<file path="src/rtl/generador_texto_rtc.sv">
// Text overlay for the RTC VGA display: date, time and timer fields with labels,
// edit-field blinking and alarm symbol, fed through an external font ROM.
module generador_texto_rtc #(
  parameter int         SCALE_LOG2   = 1,
  parameter int         ROM_LAT      = 1,
  parameter int         BLINK_FRAMES = 30,
  parameter logic [2:0] COL_LABEL    = 3'b010,
  parameter logic [2:0] COL_DIGIT    = 3'b111,
  parameter logic [2:0] COL_ALARM    = 3'b100
) (
  input  logic        CLK,
  input  logic        RESET,
  input  logic        video_on,
  input  logic [9:0]  pix_x,
  input  logic [9:0]  pix_y,
  input  logic        frame_tick,
  input  logic [23:0] fecha_bcd,
  input  logic [23:0] hora_bcd,
  input  logic [23:0] timer_bcd,
  input  logic        fmt_12h,
  input  logic        pm,
  input  logic        edit_en,
  input  logic [3:0]  edit_field,
  input  logic        alarm_active,
  output logic [10:0] rom_addr,
  input  logic [7:0]  font_word,
  output logic [2:0]  graph_rgb,
  output logic        text_on
);

  localparam int DLY = ROM_LAT + 1;
  localparam int CW  = (BLINK_FRAMES > 1) ? $clog2(BLINK_FRAMES) : 1;

  logic [CW-1:0] r_blink_cnt;
  logic          r_phase;
  logic          r_edit_en_q;
  logic [3:0]    r_edit_field_q;
  logic          w_edit_chg;

  assign w_edit_chg = (edit_en != r_edit_en_q) || (edit_field != r_edit_field_q);

  // Any change of the edit selection restarts the blink so the new field shows at once
  always_ff @(posedge CLK or posedge RESET) begin
    if (RESET) begin
      r_blink_cnt    <= '0;
      r_phase        <= 1'b0;
      r_edit_en_q    <= 1'b0;
      r_edit_field_q <= 4'd0;
    end else begin
      r_edit_en_q    <= edit_en;
      r_edit_field_q <= edit_field;
      if (w_edit_chg) begin
        r_blink_cnt <= '0;
        r_phase     <= 1'b0;
      end else if (frame_tick) begin
        if (r_blink_cnt == CW'(BLINK_FRAMES - 1)) begin
          r_blink_cnt <= '0;
          r_phase     <= ~r_phase;
        end else begin
          r_blink_cnt <= r_blink_cnt + 1'b1;
        end
      end
    end
  end

  logic [9:0]  w_col, w_row;
  logic [3:0]  w_glyph_row;
  logic [2:0]  w_glyph_bit;

  assign w_col       = pix_x >> (3 + SCALE_LOG2);
  assign w_row       = pix_y >> (4 + SCALE_LOG2);
  assign w_glyph_row = 4'(pix_y >> SCALE_LOG2);
  assign w_glyph_bit = 3'(pix_x >> SCALE_LOG2);

  function automatic logic [6:0] f_digit(input logic [3:0] d);
    return (d > 4'd9) ? 7'h3F : {3'b011, d};
  endfunction

  logic [6:0]  w_char;
  logic [2:0]  w_color;
  logic        w_cell;
  logic [23:0] w_bcd;
  logic [3:0]  w_base, w_pair, w_nib;
  logic [6:0]  w_sep;
  logic [2:0]  w_dig_col;
  logic        w_is_dig, w_blank;

  always_comb begin
    w_char    = 7'h00;
    w_color   = 3'b000;
    w_cell    = 1'b0;
    w_bcd     = fecha_bcd;
    w_base    = 4'd0;
    w_sep     = 7'h2F;
    w_dig_col = COL_DIGIT;
    w_nib     = 4'd0;
    w_pair    = 4'd0;
    w_is_dig  = 1'b1;

    case (w_row)
      10'd5: begin
        w_bcd  = hora_bcd;
        w_base = 4'd3;
        w_sep  = 7'h3A;
      end
      10'd8: begin
        w_bcd  = timer_bcd;
        w_base = 4'd6;
        w_sep  = 7'h3A;
        if (alarm_active) w_dig_col = COL_ALARM;
      end
      default: ;
    endcase

    case (w_col)
      10'd2:   w_nib = w_bcd[23:20];
      10'd3:   w_nib = w_bcd[19:16];
      10'd5:   begin w_nib = w_bcd[15:12]; w_pair = 4'd1; end
      10'd6:   begin w_nib = w_bcd[11:8];  w_pair = 4'd1; end
      10'd8:   begin w_nib = w_bcd[7:4];   w_pair = 4'd2; end
      10'd9:   begin w_nib = w_bcd[3:0];   w_pair = 4'd2; end
      default: w_is_dig = 1'b0;
    endcase

    w_blank = edit_en && r_phase && (edit_field == (w_base + w_pair));

    case (w_row)
      10'd1: begin
        w_color = COL_LABEL;
        w_cell  = 1'b1;
        case (w_col)
          10'd2:   w_char = 7'h46;
          10'd3:   w_char = 7'h45;
          10'd4:   w_char = 7'h43;
          10'd5:   w_char = 7'h48;
          10'd6:   w_char = 7'h41;
          default: w_cell = 1'b0;
        endcase
      end
      10'd4: begin
        w_color = COL_LABEL;
        w_cell  = 1'b1;
        case (w_col)
          10'd2:   w_char = 7'h48;
          10'd3:   w_char = 7'h4F;
          10'd4:   w_char = 7'h52;
          10'd5:   w_char = 7'h41;
          default: w_cell = 1'b0;
        endcase
      end
      10'd7: begin
        w_color = COL_LABEL;
        w_cell  = 1'b1;
        case (w_col)
          10'd2:   w_char = 7'h54;
          10'd3:   w_char = 7'h49;
          10'd4:   w_char = 7'h4D;
          10'd5:   w_char = 7'h45;
          10'd6:   w_char = 7'h52;
          10'd12: begin
            w_color = COL_ALARM;
            w_char  = (alarm_active && !r_phase) ? 7'h06 : 7'h20;
          end
          default: w_cell = 1'b0;
        endcase
      end
      10'd2, 10'd5, 10'd8: begin
        if (w_is_dig) begin
          w_cell  = 1'b1;
          w_color = w_dig_col;
          w_char  = w_blank ? 7'h20 : f_digit(w_nib);
        end else if (w_col == 10'd4 || w_col == 10'd7) begin
          w_cell  = 1'b1;
          w_color = COL_DIGIT;
          w_char  = w_sep;
        end else if (w_row == 10'd5 && (w_col == 10'd11 || w_col == 10'd12)) begin
          w_cell  = 1'b1;
          w_color = COL_LABEL;
          if (!fmt_12h)              w_char = (w_col == 10'd11) ? 7'h32 : 7'h34;
          else if (w_col == 10'd11)  w_char = pm ? 7'h50 : 7'h41;
          else                       w_char = 7'h4D;
        end
      end
      default: ;
    endcase
  end

  // Per-pixel attributes ride alongside the ROM access so they meet font_word
  logic [DLY-1:0] r_on_d, r_vid_d;
  logic [2:0]     r_bit_d [DLY];
  logic [2:0]     r_rgb_d [DLY];

  always_ff @(posedge CLK or posedge RESET) begin
    if (RESET) begin
      rom_addr  <= '0;
      r_on_d    <= '0;
      r_vid_d   <= '0;
      for (int i = 0; i < DLY; i++) begin
        r_bit_d[i] <= '0;
        r_rgb_d[i] <= '0;
      end
      graph_rgb <= 3'b000;
      text_on   <= 1'b0;
    end else begin
      rom_addr   <= {w_char, w_glyph_row};
      r_on_d[0]  <= w_cell;
      r_vid_d[0] <= video_on;
      r_bit_d[0] <= w_glyph_bit;
      r_rgb_d[0] <= w_color;
      for (int i = 1; i < DLY; i++) begin
        r_on_d[i]  <= r_on_d[i-1];
        r_vid_d[i] <= r_vid_d[i-1];
        r_bit_d[i] <= r_bit_d[i-1];
        r_rgb_d[i] <= r_rgb_d[i-1];
      end
      graph_rgb <= (r_on_d[DLY-1] && r_vid_d[DLY-1] && font_word[3'd7 - r_bit_d[DLY-1]])
                   ? r_rgb_d[DLY-1] : 3'b000;
      text_on   <= r_on_d[DLY-1];
    end
  end

endmodule

</file>
<file path="config.mk">
export PLATFORM = sky130hd
export DESIGN_NAME = generador_texto_rtc
export DESIGN_NICKNAME = d
export VERILOG_FILES = /design/src/rtl/generador_texto_rtc.sv
export SDC_FILE = /design/constraint.sdc
export NUM_CORES = 1
export LEC_CHECK = 0
export BUFFER_PORTS_ARGS = -buffer_cell sky130_fd_sc_hd__clkbuf_2
export CORE_MARGIN = 5
export CORE_UTILIZATION = 51
export CTS_CLUSTER_DIAMETER = 60
export DETAILED_ROUTE_END_ITERATION = 16
export PLACE_DENSITY = 0.93
export RECOVER_POWER = 25
export REMOVE_ABC_BUFFERS = 1
export SYNTH_ARGS = -nofsm -noshare
export SYNTH_HDL_FRONTEND = slang
export SYNTH_SLANG_ARGS = --single-unit
</file>
<file path="constraint.sdc">
create_clock -name CLK -period 3.2 [get_ports CLK]
set_clock_uncertainty 0.1 [all_clocks]
set_input_delay 0.64 -clock CLK [delete_from_list [all_inputs] [get_ports CLK]]
set_output_delay 0.64 -clock CLK [all_outputs]
set_load 0.01 [all_outputs]
</file>
Word level (Yosys, flattened, before mapping)
Index checks and enable logic that the tools add are counted.

operators by class
  bitwise gates (word level) = 1
  magnitude comparators = 2
  reductions and logical operators = 22
  add/sub/neg operators = 3
  equal/unequal tests = 20
  muxes and demuxes = 43

operators with widths
  kind                   count
  $pmux W7 S4            2
  $pmux W24 S2           1
  $pmux W7 S6            1
  $mux W5                7
  $pmux W7 S5            1
  $mux W7                4
  $eq A6 B3 Y1 const B   4
  $eq A6 B4 Y1 const B   4
  $pmux W4 S6            1
  $eq A5 B3 Y1 const B   3
  $mux W3                5
  $eq A6 B2 Y1 const B   2
  $reduce_or A6 Y1       2
  $mux W1                11
  $pmux W3 S3            1
  $reduce_or A2 Y1       4
  $logic_and A1 B1 Y1    6
  $mux W2                3
  $mux W6                1
  $pmux W3 S2            1
  $add A5 B1 Y5 const B  1
  $eq A5 B1 Y1 const B   1
  $eq A5 B2 Y1 const B   1
  $eq A5 B4 Y1 const B   1
  20 further kinds       23

word-level totals
  bits of input ports = 112
  output and inout port bits = 15
  word-level logic and storage cells = 104
  register bits after elaboration = 42

Logic depth before layout (Yosys ltp)
Gate-level depths: netlist of the first run.

  word-level depth = 9
  mapped depth = 15
  depth with buffers taken out = 13

Worst setup path before layout of the first run
Ideal clock, no wire load.

  kind = input to register
  start = input port pix_y[6]
  end = register rom_addr[7]
  setup time = 132 ps
  arrival time = 3597 ps
  required time = 2968 ps
  stages = 15
  buffers on the path = 2
  slack = -629 ps
  path through = nor4b_4 -> nand2_2 -> clkinv_2 -> clkbuf_1 -> clkbuf_1 -> ha_1 -> inv_1 -> fa_1 -> xnor2_1 -> a211oi_1 -> a31oi_1 -> nor3_1 -> nor3_1 -> nand2_1 -> or3b_1

on the way
  word-level cells in the longest chain between the ends = 8
  elaborated cells on any way between the ends = 21
  classes of those cells = add/sub (1); order compare (1); eq/ne (7); mux (9); reduce/logical (3)

RTL lines
  element                                                line           RTL
  start: declaration                                     15             input logic [9:0] pix_y,
  $eq A5 B4 Y1 / $eq A5 B3 Y1 (equally long branches)    100, 127, 176
  $pmux W24 S2 / $pmux W3 S2 (equally long branches)     100            case (w_row)
  $pmux W4 S6 / $add A4 B4 Y4 (equally long branches)    115, 125
  $gt A4 B4 Y1 / $eq A4 B4 Y1 (equally long branches)    76, 125
  $mux W4 / $logic_and A1 B1 Y1 (equally long branches)  76, 125
  $mux W5                                                171            w_char = w_blank ? 7'h20 : f_digit(w_nib);
  $mux W7                                                168            if (w_is_dig) begin
  $pmux W7 S4 (*)                                        127            case (w_row)
  via w_char[3]                                          79             logic [6:0] w_char;
  end signal: assignment                                 205            rom_addr <= {w_char, w_glyph_row};
  end: declaration                                       25             output logic [10:0] rom_addr,

The timed path passes the listed nets; every way through them passes the cells marked *.
A chain may end at the register's enable or synchronous reset.

Worst setup path after layout of the first run
Ends and elaborated chain as after synthesis.

==> results.yml, run 1 <==
clock_tree:
  cts_max_level: 2
  post_cts_buffers: 0
  cts_tree: "yes"
  cts_hold_buf: 0
  cts.clk_slew.worst_paths_ns: 0.07
  clkLatencyLatePin_ns: 0.28
  clock_path_buffers: 2
  cts.repair.resized: 0
  clock-sinks: 42
  cts_made_buffers: 5
  cts-root-buf: "clkbuf_8"
global_routing:
  globalRoute.totalOverflow: 0
  grt_use_total_pct: 27.6
  grt_max_degree: 24
  grt_pass1_vias: 3360
  grt_first_pass_wirelength_um: 16000
  antenna_found_initial: 0
worst_setup_path:
  cp_top_family: "simple AND/OR/NAND/NOR gates"
  required_ns: 3.26
  start_kind: "input port"
  startpoint: "pix_y[6]"
  crit_slowest_cell: "fa_1"
  r2r_slack_ns: 1.70
  reg2reg_depth: 6
  slowest_delay_ns: 0.42
  worstPathBufferInverterCount: 3
  crit_path_end_kind: "flip-flop"
  regToRegEndpoint: "r_phase"
  crit-reg2reg-launch: "r_blink_cnt[1]"
  critPathCapture: "rom_addr[7]"
  path_cells: "clkbuf_2, nor4b_4, nand2_2, clkinv_2, or2_2, inv_6, fa_1, xnor2_1, a211oi_1, a31oi_1, nor3_2, nor3_1, nand2_1, or3b_1"
  cp.depth: 14
  cp_max_fo: 4
  criticalPathCategory: "input port to flip-flop"
  cp.arrival_ns: 3.05
sta:
  holdWs_ns: 0.242
  worst_slew_pin_slew_ns: 0.826
  slew_headroom_pct: 44.9
  max_clock_freq_mhz: 334
  rsz0062_at_grt: "no"
  hold_viol_final: 0
  finalCriticalPeriod_ns: 2.99
  final_max_slew_viol_count: 0
  min_period_over_period_pct: 93.6
  setup_viol: 0
placed_design:
  dpl.hpwl_um: 7820
  port_buffers: 124
  place_inst: 536
  place_congestion: 0.933
finish:
  fin_nets: 588
  drive_above_1_share_pct: 39.1
  stdcell_count: 543
  syn_to_final_growth_pct: 38.1
  diodes: 0
power:
  p_leak_nw: 1.93
  peakVddDrop_mv: 0.302
  pwr_density_cell_mw_per_mm2: 308
detailed_routing:
  routed_wl_um: 9670
  dr.pass1.iters: 6
  vias: 3234
  drc_errors: 0
  routedWlPerCell_um: 17.8
  drt_iter0_markers: 187
  antenna_left: 0
  viasPerCell: 5.96
flow_run:
  cap_violations: 0
synthesis:
  synth-async-reset-ratio_pct: 100
  ys_ff_latch: 42
  synthesis.area_sq_mm: 0.00280
  ys_warn_count: 0
  synthFlopType: "dfrtp_1"
  synth_enable_flop_cells: 0
  yosysUniqueCellTypes: 65
  postSynthAreaPerCell_sq_um: 8.94
  synth_cells: 313
  yosysSeqAreaShare_pct: 37.6
hold_path:
  hold_class: "flip-flop to flip-flop"
status:
  outcome: "completed"
floorplanning:
  rows: 27
  die-height_um: 84.1
  die_x_um: 84.1
  initial_core_util_pct: 51.8
  core_area_sq_mm: 0.00541
  die-area_sq_mm: 0.00707
  io_pins: 127
==> flip-flops by register name, summed over array words and instances (netlist names) <==
signal and count:
rom_addr 11, r_bit_d 6, r_rgb_d 6, r_blink_cnt 5
r_edit_field_q 4, graph_rgb 3, r_on_d 2, r_vid_d 2
r_edit_en_q 1, r_phase 1, text_on 1
==> cells in the mapped netlist, drive strengths merged, types with 4 or more instances <==
library cell,n,area [sq um]
nand3,22,110
a211oi,4,30.0
xor2,6,52.6
a21oi,28,140
a22o,6,52.6
nor2b,4,25.0
xnor2,5,43.8
a31oi,4,25.0
nand2,34,130
nor3b,6,50.1
and2,7,46.3
o22ai,5,31.3
inv,9,38.8
dfrtp,42,1050
ha,4,50.1
a22oi,13,97.6
a221oi,7,92.6
buf,4,32.5
nor3,6,30.0
o21ai,9,45.0
clkbuf,8,30.0
nand4,5,31.3
nor2,23,86.3
and3,8,50.1
==> power by group <==
group	internal (W)	switching, W	total, W
clock	0.000249	0.000159	0.000409
combinational	0.000112	0.000119	0.000232
sequential	0.000545	0.00000566	0.000550
total	0.000906	0.000284	0.00119
==> cell families (layout without fill, tap and decap cells) <==
| family | Yosys count | count (layout) | share of synthesized area, % |
|---|---|---|---|
| xor+xnor | 11 | 11 | 3.44 |
| fa+ha+maj | 5 | 5 | 2.50 |
| compound gates | 99 | 99 | 25.3 |
| buf+inv | 22 | 180 | 3.80 |
| mux | 4 | 4 | 2.37 |
| simple gates | 130 | 130 | 25.0 |
| flops | 42 | 42 | 37.6 |
==> stage by stage <==
stage | setup TNS [ns] | instance area, sq um | util (%) | worst slack (ns) | total power, W
floorplan | -0.477 | 2740 | - | -0.281 | 0.000645
global placement | -0.213 | 3740 | 69.2 | -0.112 | 0.000781
detailed placement | -0.368 | 3740 | 69.2 | -0.154 | 0.000788
CTS | 0 | 3850 | 71.3 | 0.141 | 0.00120
global route | 0 | 3860 | 71.5 | 0.0455 | 0.00125
finish | 0 | 3860 | 71.5 | 0.205 | 0.00119
==> layout by cell type, fill, tap and decap left out, types with 3 or more instances in the layout <==
master and n:
inv_1 8, buf_4 39, clkbuf_8 6, and3_1 8
nor3b_2 3, o21ai_0 7, xor2_1 6, clkbuf_1 7
a22o_1 6, nor2_1 23, dfrtp_1 42, a311oi_1 3
and2_1 5, o22ai_1 5, nor3b_1 3, nand2_1 33
clkbuf_2 117, a211oi_1 4, a21oi_1 28, a22oi_1 13
nor2b_1 4, nand4_1 5, a221oi_2 5, nand3_1 22
nor3_1 5, ha_1 4, xnor2_1 5, a31oi_1 4
==> per-layer routing <==
layer / track usage (%) / share of wire (%) / up-vias
li1: - / - / 1500
met1: 32.8 / 38 / 1496
met2: 47.1 / 49 / 198
met3: 5.43 / 8.4 / 40
met4: 13.9 / 4.2 / 0
met5: 0 / 0 / -
==> how the worst min path moves through the flow <==
stage	from	to	slack, ns	cells after the start
final	r_rgb_d[3]	r_rgb_d[0]	0.24	0
after global routing	r_rgb_d[3]	r_rgb_d[0]	0.26	0
after CTS	r_rgb_d[3]	r_rgb_d[0]	0.25	0
after detailed placement	r_rgb_d[3]	r_rgb_d[0]	0.23	0
after global placement	r_rgb_d[5]	r_rgb_d[2]	0.23	0
after floorplan	r_bit_d[3]	r_bit_d[0]	0.23	0
==> layout make-up <==
| type | count | area (sq um) |
|---|---|---|
| Multi-Input combinational cell | 249 | 1660 |
| Timing Repair Buffer | 163 | 905 |
| Clock buffer | 6 | 82.6 |
| Inverter | 10 | 43.8 |
| Sequential cell | 42 | 1050 |
| Fill cell | 441 | 1540 |
| Clock inverter | 1 | 30.0 |
| Tap cell | 72 | 90.1 |
Power figures use the tool's default switching activity.
==> run 2, diff against run 1 <==
Settings changed: BUFFER_PORTS_ARGS -buffer_cell sky130_fd_sc_hd__clkbuf_2 to not set, CORE_UTILIZATION 51 to 59, DONT_BUFFER_PORTS set to 1, PLACE_DENSITY 0.93 to 0.82.
==> results.yml, run 2 (synthesized netlist as in run 1, its figures left out) <==
worst_setup_path:
  crit_slowest_cell: "fa_1"
  cp.arrival_ns: 3.01
  start_kind: "input port"
  crit-reg2reg-launch: "r_bit_d[0]"
  criticalPathCategory: "input port to flip-flop"
  r2r_slack_ns: 1.68
  path_cells: "nor3b_1, nand2_1, nand2_1, ha_1, inv_1, fa_1, xnor2_1, a211oi_1, a31oi_1, nor3_2, nor3_2, nand2_1, or3b_1"
  crit_path_end_kind: "flip-flop"
  cp_max_fo: 6
  slowest_delay_ns: 0.37
  cp_top_family: "simple AND/OR/NAND/NOR gates"
  worstPathBufferInverterCount: 1
  crit_top_cell: "nand2_1"
  reg2reg_depth: 4
  regToRegEndpoint: "graph_rgb[2]"
  required_ns: 3.27
sta:
  setup_viol: 0
  rsz0062_at_grt: "no"
  worst_slew_pin_slew_ns: 0.701
  setup_ws_ns: 0.260
  min_period_over_period_pct: 91.9
  finalCriticalPeriod_ns: 2.94
  final_max_slew_viol_count: 0
  max_clock_freq_mhz: 340
  slew_headroom_pct: 53.2
  hold_viol_final: 0
detailed_routing:
  routed_wl_um: 8000
  viasPerCell: 6.74
  routedWlPerCell_um: 20.7
  drc_errors: 0
  antenna_left: 0
  dr.pass1.iters: 4
  vias: 2600
  drt_iter0_markers: 180
power:
  peakVddDrop_mv: 0.331
  p_leak_nw: 1.37
  pwr_density_cell_mw_per_mm2: 373
status:
  outcome: "completed"
placed_design:
  place_congestion: 0.949
  postPlaceCellArea_sq_mm: 0.00298
  place_inst: 378
  dp_slack_ns: -0.0894
  port_buffers: 0
  dpl.hpwl_um: 6280
clock_tree:
  clock_path_buffers: 2
  post_cts_buffers: 0
  clock-sinks: 42
  clkLatencyLatePin_ns: 0.29
  cts_max_level: 2
  cts_made_buffers: 5
  cts.clk_slew.worst_paths_ns: 0.07
  cts-root-buf: "clkbuf_8"
  cts_hold_buf: 0
  cts_tree: "yes"
global_routing:
  grt_max_degree: 24
  grt_first_pass_wirelength_um: 12700
  globalRoute.totalOverflow: 0
  grt_pass1_vias: 2565
  grt_use_total_pct: 26.0
  antenna_found_initial: 0
finish:
  reg.largest.list: "rom_addr: 11 flops, r_bit_d: 6 flops, r_rgb_d: 6 flops"
  layout_common_cells: "42 x dfrtp_1, 33 x nand2_1, 28 x a21oi_1, 23 x nor2_1, 23 x buf_4"
  final_common_cell: "dfrtp_1"
  drive_above_1_share_pct: 15.1
  fin_nets: 448
  stdcell_count: 386
  syn_to_final_growth_pct: 11.8
  top_register: "rom_addr"
  largest_reg_flops: 11
  diodes: 0
  stdcell_area_sq_mm: 0.00313
floorplanning:
  rows: 25
  die-height_um: 78.9
  die_x_um: 78.9
  core_area_sq_mm: 0.00466
  io_pins: 127
  initial_core_util_pct: 60.1
  die-area_sq_mm: 0.00622
hold_path:
  hold_class: "input port to asynchronous set/reset pin"
flow_run:
  cap_violations: 0
==> run 2: area by class of cell <==
class | instances | area [sq um]
inverter | 10 | 43.8
timing repair buffer | 23 | 173
multi-input combinational | 249 | 1650
clock buffer | 6 | 82.6
clock inverter | 2 | 60.1
fill | 377 | 1530
sequential | 42 | 1050
tap | 54 | 67.6
==> run 2: how the worst max path moves through the flow <==
stage                     startpoint           to  slack, ns  cells past startpoint
after floorplan             pix_x[9]  rom_addr[7]      -0.28                     13
after global placement      pix_x[9]  rom_addr[7]      -0.03                     14
after detailed placement    pix_x[9]  rom_addr[7]      -0.09                     14
after CTS                   pix_x[9]  rom_addr[7]       0.21                     14
after global routing        pix_x[9]  rom_addr[4]       0.07                     15
final                       pix_x[9]  rom_addr[7]       0.26                     13
==> run 2: repair_timing <==
action                                  in CTS  in global routing
endpoints found under the setup margin       0                  2
gates resized for setup                      0                  2
endpoints found under the hold margin        0                  0
==> run 2: through the flow <==
step	hold WS, ns	util, %	setup TNS [ns]	total power [W]
floorplan	0.231	-	-0.477	0.000645
global placement	0.232	63.9	-0.0302	0.000673
detailed placement	0.236	63.9	-0.127	0.000677
CTS	0.256	66.9	0	0.00118
global route	0.252	67.1	0	0.00122
finish	0.247	67.1	0	0.00117
==> run 2: power by group <==
group | switching [W] | internal [W] | total [W] | leakage [nW]
Sequential | 0.00000813 | 0.000545 | 0.000553 | 0.546
Combinational | 0.0000622 | 0.0000530 | 0.000115 | 0.749
Clock | 0.000166 | 0.000332 | 0.000498 | 0.0714
Total | 0.000236 | 0.000930 | 0.00117 | 1.37
==> run 2: layer usage <==
metal  wire length, um  track usage (%)  share of wire, %
met1              3070             31.9                38
met4               307             13.6               3.8
met3               591             4.76               7.4
met2              4030             43.5                50
met5                 0                0                 0
